**src/rtl/serial_subtractor.sv**
```systemverilog
// Bit-serial subtractor/adder. Processes one bit per clock, LSB first, through a single
// full-subtractor/full-adder cell and a borrow/carry flop. Accepts parallel operands on
// start, returns a parallel result WIDTH cycles later with a one-cycle done pulse.
module serial_subtractor #(
  parameter int unsigned WIDTH = 8
) (
  input  logic             clk_i,
  input  logic             rst_ni,
  input  logic             start_i,
  input  logic             sub_i,
  input  logic [WIDTH-1:0] x_i,
  input  logic [WIDTH-1:0] y_i,
  input  logic             bin_i,
  output logic             busy_o,
  output logic             done_o,
  output logic [WIDTH-1:0] diff_o,
  output logic             bout_o
);

  localparam int unsigned CntW = (WIDTH > 1) ? $clog2(WIDTH) : 1;
  localparam logic [CntW-1:0] CntLast = CntW'(WIDTH - 1);

  typedef enum logic [1:0] {StIdle, StShift, StDone} state_e;

  state_e           state_q, state_d;
  logic [WIDTH-1:0] xs_q, xs_d;
  logic [WIDTH-1:0] ys_q, ys_d;
  logic [WIDTH-1:0] acc_q, acc_d;
  logic [WIDTH-1:0] diff_q, diff_d;
  logic [CntW-1:0]  cnt_q, cnt_d;
  logic             c_q, c_d;
  logic             sub_q, sub_d;
  logic             bout_q, bout_d;

  // Single bit cell; borrow and carry differ only in the polarity of the minuend bit.
  logic bit_a, bit_b, bit_d, bit_c;
  assign bit_a = xs_q[0];
  assign bit_b = ys_q[0];
  assign bit_d = bit_a ^ bit_b ^ c_q;
  assign bit_c = sub_q ? ((~bit_a & bit_b) | (~(bit_a ^ bit_b) & c_q))
                       : ((bit_a & bit_b) | ((bit_a ^ bit_b) & c_q));

  // Next-state: accept in Idle/Done, shift one bit per cycle, publish on the last bit.
  always_comb begin
    state_d = state_q;
    xs_d    = xs_q;
    ys_d    = ys_q;
    acc_d   = acc_q;
    diff_d  = diff_q;
    cnt_d   = cnt_q;
    c_d     = c_q;
    sub_d   = sub_q;
    bout_d  = bout_q;
    unique case (state_q)
      StIdle, StDone: begin
        state_d = StIdle;
        if (start_i) begin
          xs_d    = x_i;
          ys_d    = y_i;
          c_d     = bin_i;
          sub_d   = sub_i;
          cnt_d   = '0;
          state_d = StShift;
        end
      end
      StShift: begin
        xs_d  = xs_q >> 1;
        ys_d  = ys_q >> 1;
        acc_d = {bit_d, acc_q[WIDTH-1:1]};
        c_d   = bit_c;
        cnt_d = cnt_q + CntW'(1);
        if (cnt_q == CntLast) begin
          diff_d  = {bit_d, acc_q[WIDTH-1:1]};
          bout_d  = bit_c;
          cnt_d   = '0;
          state_d = StDone;
        end
      end
      default: state_d = StIdle;
    endcase
  end

  // State and datapath registers; reset discards any operation in flight.
  always_ff @(posedge clk_i or negedge rst_ni) begin
    if (!rst_ni) begin
      state_q <= StIdle;
      xs_q    <= '0;
      ys_q    <= '0;
      acc_q   <= '0;
      diff_q  <= '0;
      cnt_q   <= '0;
      c_q     <= 1'b0;
      sub_q   <= 1'b0;
      bout_q  <= 1'b0;
    end else begin
      state_q <= state_d;
      xs_q    <= xs_d;
      ys_q    <= ys_d;
      acc_q   <= acc_d;
      diff_q  <= diff_d;
      cnt_q   <= cnt_d;
      c_q     <= c_d;
      sub_q   <= sub_d;
      bout_q  <= bout_d;
    end
  end

  assign busy_o = (state_q == StShift);
  assign done_o = (state_q == StDone);
  assign diff_o = diff_q;
  assign bout_o = bout_q;

endmodule

```
**config.mk**
```make
export PLATFORM = sky130hd
export DESIGN_NAME = serial_subtractor
export DESIGN_NICKNAME = d
export VERILOG_FILES = /design/src/rtl/serial_subtractor.sv
export SDC_FILE = /design/constraint.sdc
export NUM_CORES = 1
export LEC_CHECK = 0
export CORE_MARGIN = 3
export CORE_UTILIZATION = 45
export DETAILED_ROUTE_END_ITERATION = 6
export GPL_ROUTABILITY_DRIVEN = 1
export PLACE_DENSITY = 0.71
export SLEW_MARGIN = 0
export SYNTH_ARGS = -nofsm -noshare
export SYNTH_HDL_FRONTEND = slang
export SYNTH_SLANG_ARGS = --single-unit
export TNS_END_PERCENT = 50
```
**constraint.sdc**
```tcl
create_clock -name clk_i -period 1.7 [get_ports clk_i]
set_input_delay 0.255 -clock clk_i [delete_from_list [all_inputs] [get_ports clk_i]]
set_output_delay 0.255 -clock clk_i [all_outputs]
set_load 0.02 [all_outputs]
```
# --- Word-level counts from Yosys, hierarchy flattened ---
# Index checks and enable logic that the tools add are counted.
totals:
  reg_bits: 40
  latchBits: 0
  ram_bits: 0
  mem_bits_ro: 0
  wordCells: 44
  mem_count: 0
op_classes:
  n_addsub: 1
  multipliers: 0
  n_div: 0
  n_lt_le_gt_ge: 0
  n_eq_ne: 5
  n_shift: 0
  muxes: 13
  n_bitwise: 10
  n_reduce_logical: 6
ops:
  columns: ["cell", "count"]
  rows:
  - ["$pmux 8 s2", 2]
  - ["$mux 8", 2]
  - ["$mux 3", 2]
  - ["$pmux 3 s2", 1]
  - ["$reduce_and 2->1", 3]
  - ["$and 1x1->1", 4]
  - ["$pmux 2 s2", 1]
  - ["$add 3x1->3 const B", 1]
  - ["$eq 3x3->1 const B", 1]
  - ["$mux 1", 3]
  - ["$eq 2x1->1 const B", 1]
  - ["$eq 2x2->1 const B", 1]
  - ["$logic_not 2->1", 1]
  - ["$mux 2", 1]
  - ["$ne 2x1->1 const B", 1]
  - ["$ne 2x2->1 const B", 1]
  - ["$not 1->1", 2]
  - ["$or 1x1->1", 2]
  - ["$pmux 1 s2", 1]
  - ["$reduce_bool 2->1", 1]
  - ["$reduce_or 2->1", 1]
  - ["$xor 1x1->1", 2]

# --- Longest topological paths before layout ---
logic_depth:
  depth_word: 6
  depth_mapped: 6

# --- Worst setup path after synthesis ---
# No wires, ideal clock.
synth_path:
  path_kind: "register to register"
  from: "register cnt_q[0]"
  to: "register diff_q[2], in the netlist diff_o[2]"
  t_arrival_ps: 1349
  slack_ps: 227
  path_stages_with_launch: 6
  path_buffers: 1
  cell_sequence: "dfrtp_1 -> ha_1 -> ha_1 -> nand3b_2 -> buf_6 -> mux2_2"
synth_via:
  elab_chain_cells: 2
synth_lines:
  columns: ["item", "line_no", "rtl"]
  rows:
  - ["start, declared", "30", "logic [CntW-1:0] cnt_q, cnt_d;"]
  - ["start signal, assigned", "101", "cnt_q <= cnt_d;"]
  - ["$eq 3x3->1", "72", "if (cnt_q == CntLast) begin"]
  - ["$reduce_and 2->1 (no source line)", null, null]
  - ["end signal, assigned", "100", "diff_q <= diff_d;"]
  - ["end, declared", "29", "logic [WIDTH-1:0] diff_q, diff_d;"]
# No other way between the ends.
# A chain may end at the register's enable or synchronous reset.

# --- Worst setup path in the final report ---
layout_path:
  from: "register cnt_q[0]"
  to: "register diff_q[1], in the netlist diff_o[1]"
# The elaborated chain is that of the path after synthesis.

==> impl_results.md <==
- Status: complete, no violations
- ANT nets after route: 0
- Fin nets: 223
- Post-synth EDFFs: 0
- Syn Area/Cell: 10.4 um^2
- CTS tree: done
- Die area: 0.00452 mm^2
- Commonest cells in the netlist: 52 x nand2_1, 39 x dfrtp_1, 14 x a31oi_1, 14 x nor2_1, 7 x mux2_2
- Clock Latency Late Sink: 290 ps
- Clock tree buffer depth: 2
- Placed inst area: 0.00204 mm^2
- HPWL after detailed placement: 2370 um
- H-tree levels: 2
- Largest net degree at the start of global routing: 40
- Comb pwr share: 39.7%
- Asr flop ratio synth: 100%
- Largest area contributor in the netlist: dfrtp_1
- Tightest Pin Transition: 482 ps
- Leak: 1.01 nW
- Post-CTS setup buffers: 0
- Area contributors post-synth: dfrtp_1 58%, nand2_1 12%, a31oi_1 5.2%
- Final hold slack: 9.61 ps
- Fmax: 630 MHz
- Sequential-to-total area share from yosys stat: 57.9%
- Area delta synth->final: 28.9%
- Final instance area: 0.00217 mm^2
- Share of cells above drive strength 1: 13.1%
- Max_cap viols: 0
- Core Area: 0.00347 mm^2
- CP cell instances: ha_1 > ha_1 > nand3b_2 > mux2_2
- # DRC: 0
- Filler cells: 289
- Main synth FF type: dfrtp_1
- Clk pin slew, worst setup/hold paths: 80 ps
- Post-layout min period: 1590 ps
- Internal: 2.75 mW
- Syn Nets: 187
- Crit end category: register
- Post-synth top area share: 57.9%
- Final Setup Violations: 0
- Rows: 21
- Clock share of power: 21.3%
- Congestion Overflow GR: 0
- CP Max Fanout: 12
- Startpoint Class: register
- Switching part of the total: 35.4%
- Max VDD drop: 933 uV
- Critical path's slowest cell: dfrtp_1
- Die Wd: 67.2 um
- Crit path kind: register to register
- Cells after synthesis: 162
- Hold crit path type: primary input to asynchronous set/reset pin
- Wire length per cell: 13.6 um
- CP dominant cell by count: ha_1
- Count leader, synth: nand2_1
- Placer congestion estimate: 0.734
- Period utilisation layout: 93.3%
- Tot GR Track Use: 17.1%
- Pwr Density: 1960 mW/mm^2
- Iter 0 DRT Violations: 124
- Initial core utilization: 48.6%
- Drt first pass iters: 4
- Post-synthesis cell type count: 22
- Number of global-route vias before repair: 1,329
- Initial antenna violation count: 0
- Count of input and output buffers: 31
- CP peak stage delay: 400 ps
- Post-Route Skew: 5.50 ps
- Register bit total from synthesis: 39
- Clk sinks: 39
- Ys Warns: 0
- Vias post-DR: 1,251
- Critical Path RT: 1880 ps
- Synth Cell Area: 0.00169 mm^2
- Die H: 67.2 um
- Max-slew headroom: 67.9%
- Fin. Hold Viols: 0
- TritonCTS Buffers: 5
- Setup TNS: 0 ps
- RSZ-0062 raised after global routing: false
- Via density: 5.11
- Arrival @ worst endpoint: 1760 ps
- First-pass GRT wire length: 5760 um
- Fin. max-slew vios: 0
- Flop pwr share: 39.0%
- Total Wirelength: 3320 um
- Antenna Cells: 0
- Sw power: 1.51 mW
- CTS root buffer: clkbuf_8
- Top Ports: 32
[placed cells by master, fill, tap and decap left out]
| cell type | instances |
|---|---|
| nor3_1 | 1 |
| nor2_1 | 14 |
| mux2_2 | 7 |
| inv_1 | 3 |
| mux2i_1 | 3 |
| buf_4 | 6 |
| nand2_1 | 52 |
| a31oi_1 | 14 |
| nand2b_1 | 2 |
| nor2b_1 | 2 |
| clkdlybuf4s50_1 | 28 |
| nand3b_2 | 1 |
| a21o_1 | 1 |
| buf_2 | 1 |
| inv_2 | 1 |
| a22o_1 | 3 |
| o21ai_0 | 4 |
| nor2_2 | 1 |
| dlygate4sd2_1 | 2 |
| dfrtp_1 | 39 |
| ha_1 | 2 |
| buf_12 | 1 |
| bufinv_16 | 2 |
| clkbuf_8 | 5 |
| fa_1 | 2 |
| clkinvlp_4 | 1 |
| a32o_1 | 1 |
[cell type report]
cell class / count / area [um^2] / share of cell area [%]
Clock buffer: 5 / 68.8 / 3.17
Inverter: 4 / 15.0 / 0.691
Multi-Input combinational cell: 110 / 621 / 28.6
Clock inverter: 3 / 67.6 / 3.11
Sequential cell: 39 / 976 / 44.9
Tap cell: 46 / 57.6 / 2.65
Timing Repair Buffer: 38 / 368 / 16.9
[routing by layer]
metal  vias to the layer above  part of all wire, %  global-route usage [%]
li1                        604                    -                       -
met1                       610                   43                    20.9
met2                        32                   50                    29.6
met3                         5                  6.1                    4.66
met4                         0                  1.1                    4.56
met5                         -                    0                       0
[power by group through the flow]
stage	clock [mW]	sequential (mW)	combinational [mW]
after floorplan	0	1.75	1.05
after global placement	0	1.66	1.64
after detailed placement	0	1.69	1.71
after CTS	0.925	1.67	1.72
after global routing	0.982	1.72	1.90
final	0.908	1.66	1.69
[state kept, by name, indices dropped and copies added (netlist names)]
register  count
acc_q         7
state_q       2
cnt_q         3
bout_o        1
ys_q          8
sub_q         1
diff_o        8
c_q           1
xs_q          8
[final timing paths]
kind	to	depth (start not counted)	slack, ps	from
setup / recovery	diff_o[1]	4	110	cnt_q[0]
hold / removal	diff_o[2]	2	10	rst_ni
setup reg to reg	diff_o[1]	4	110	cnt_q[0]
hold reg to reg	sub_q	2	500	sub_q
max in group asynchronous	ys_q[7]	2	1350	rst_ni
min in group clk_i	sub_q	3	500	sub_i
[cell families (layout without fill, tap and decap cells)]
| logic type | count (synthesis) | count (layout) | synth area share (%) |
|---|---|---|---|
| simple gates | 73 | 73 | 17.5 |
| flops | 39 | 39 | 57.9 |
| compound gates | 23 | 23 | 8.98 |
| buf+inv | 13 | 50 | 5.34 |
| mux | 10 | 10 | 6.45 |
| fa+ha+maj | 4 | 4 | 3.86 |
[through the flow]
step	setup slack [ps]	total power [mW]	std cells	util (%)
finish	113	4.26	245	62.7
floorplan	227	2.80	162	-
global route	38.1	4.61	245	62.7
detailed placement	107	3.40	237	58.8
global placement	151	3.30	237	58.8
CTS	103	4.31	245	62.7
[worst max-delay path, delay by kind of cell (launching register included)]
family | cells | cell delay (ps)
adder cells (fa/ha/maj) | 2 | 430
flip-flops | 1 | 400
multiplexers | 1 | 380
AND/OR/NAND/NOR | 1 | 270
[repair_timing]
| action | CTS | global route |
|---|---|---|
| endpoints found under the setup margin | 2 | 0 |
| hold buffers | 0 | 0 |
| resized for setup | 2 | 0 |
Power figures use the tool's default switching activity.
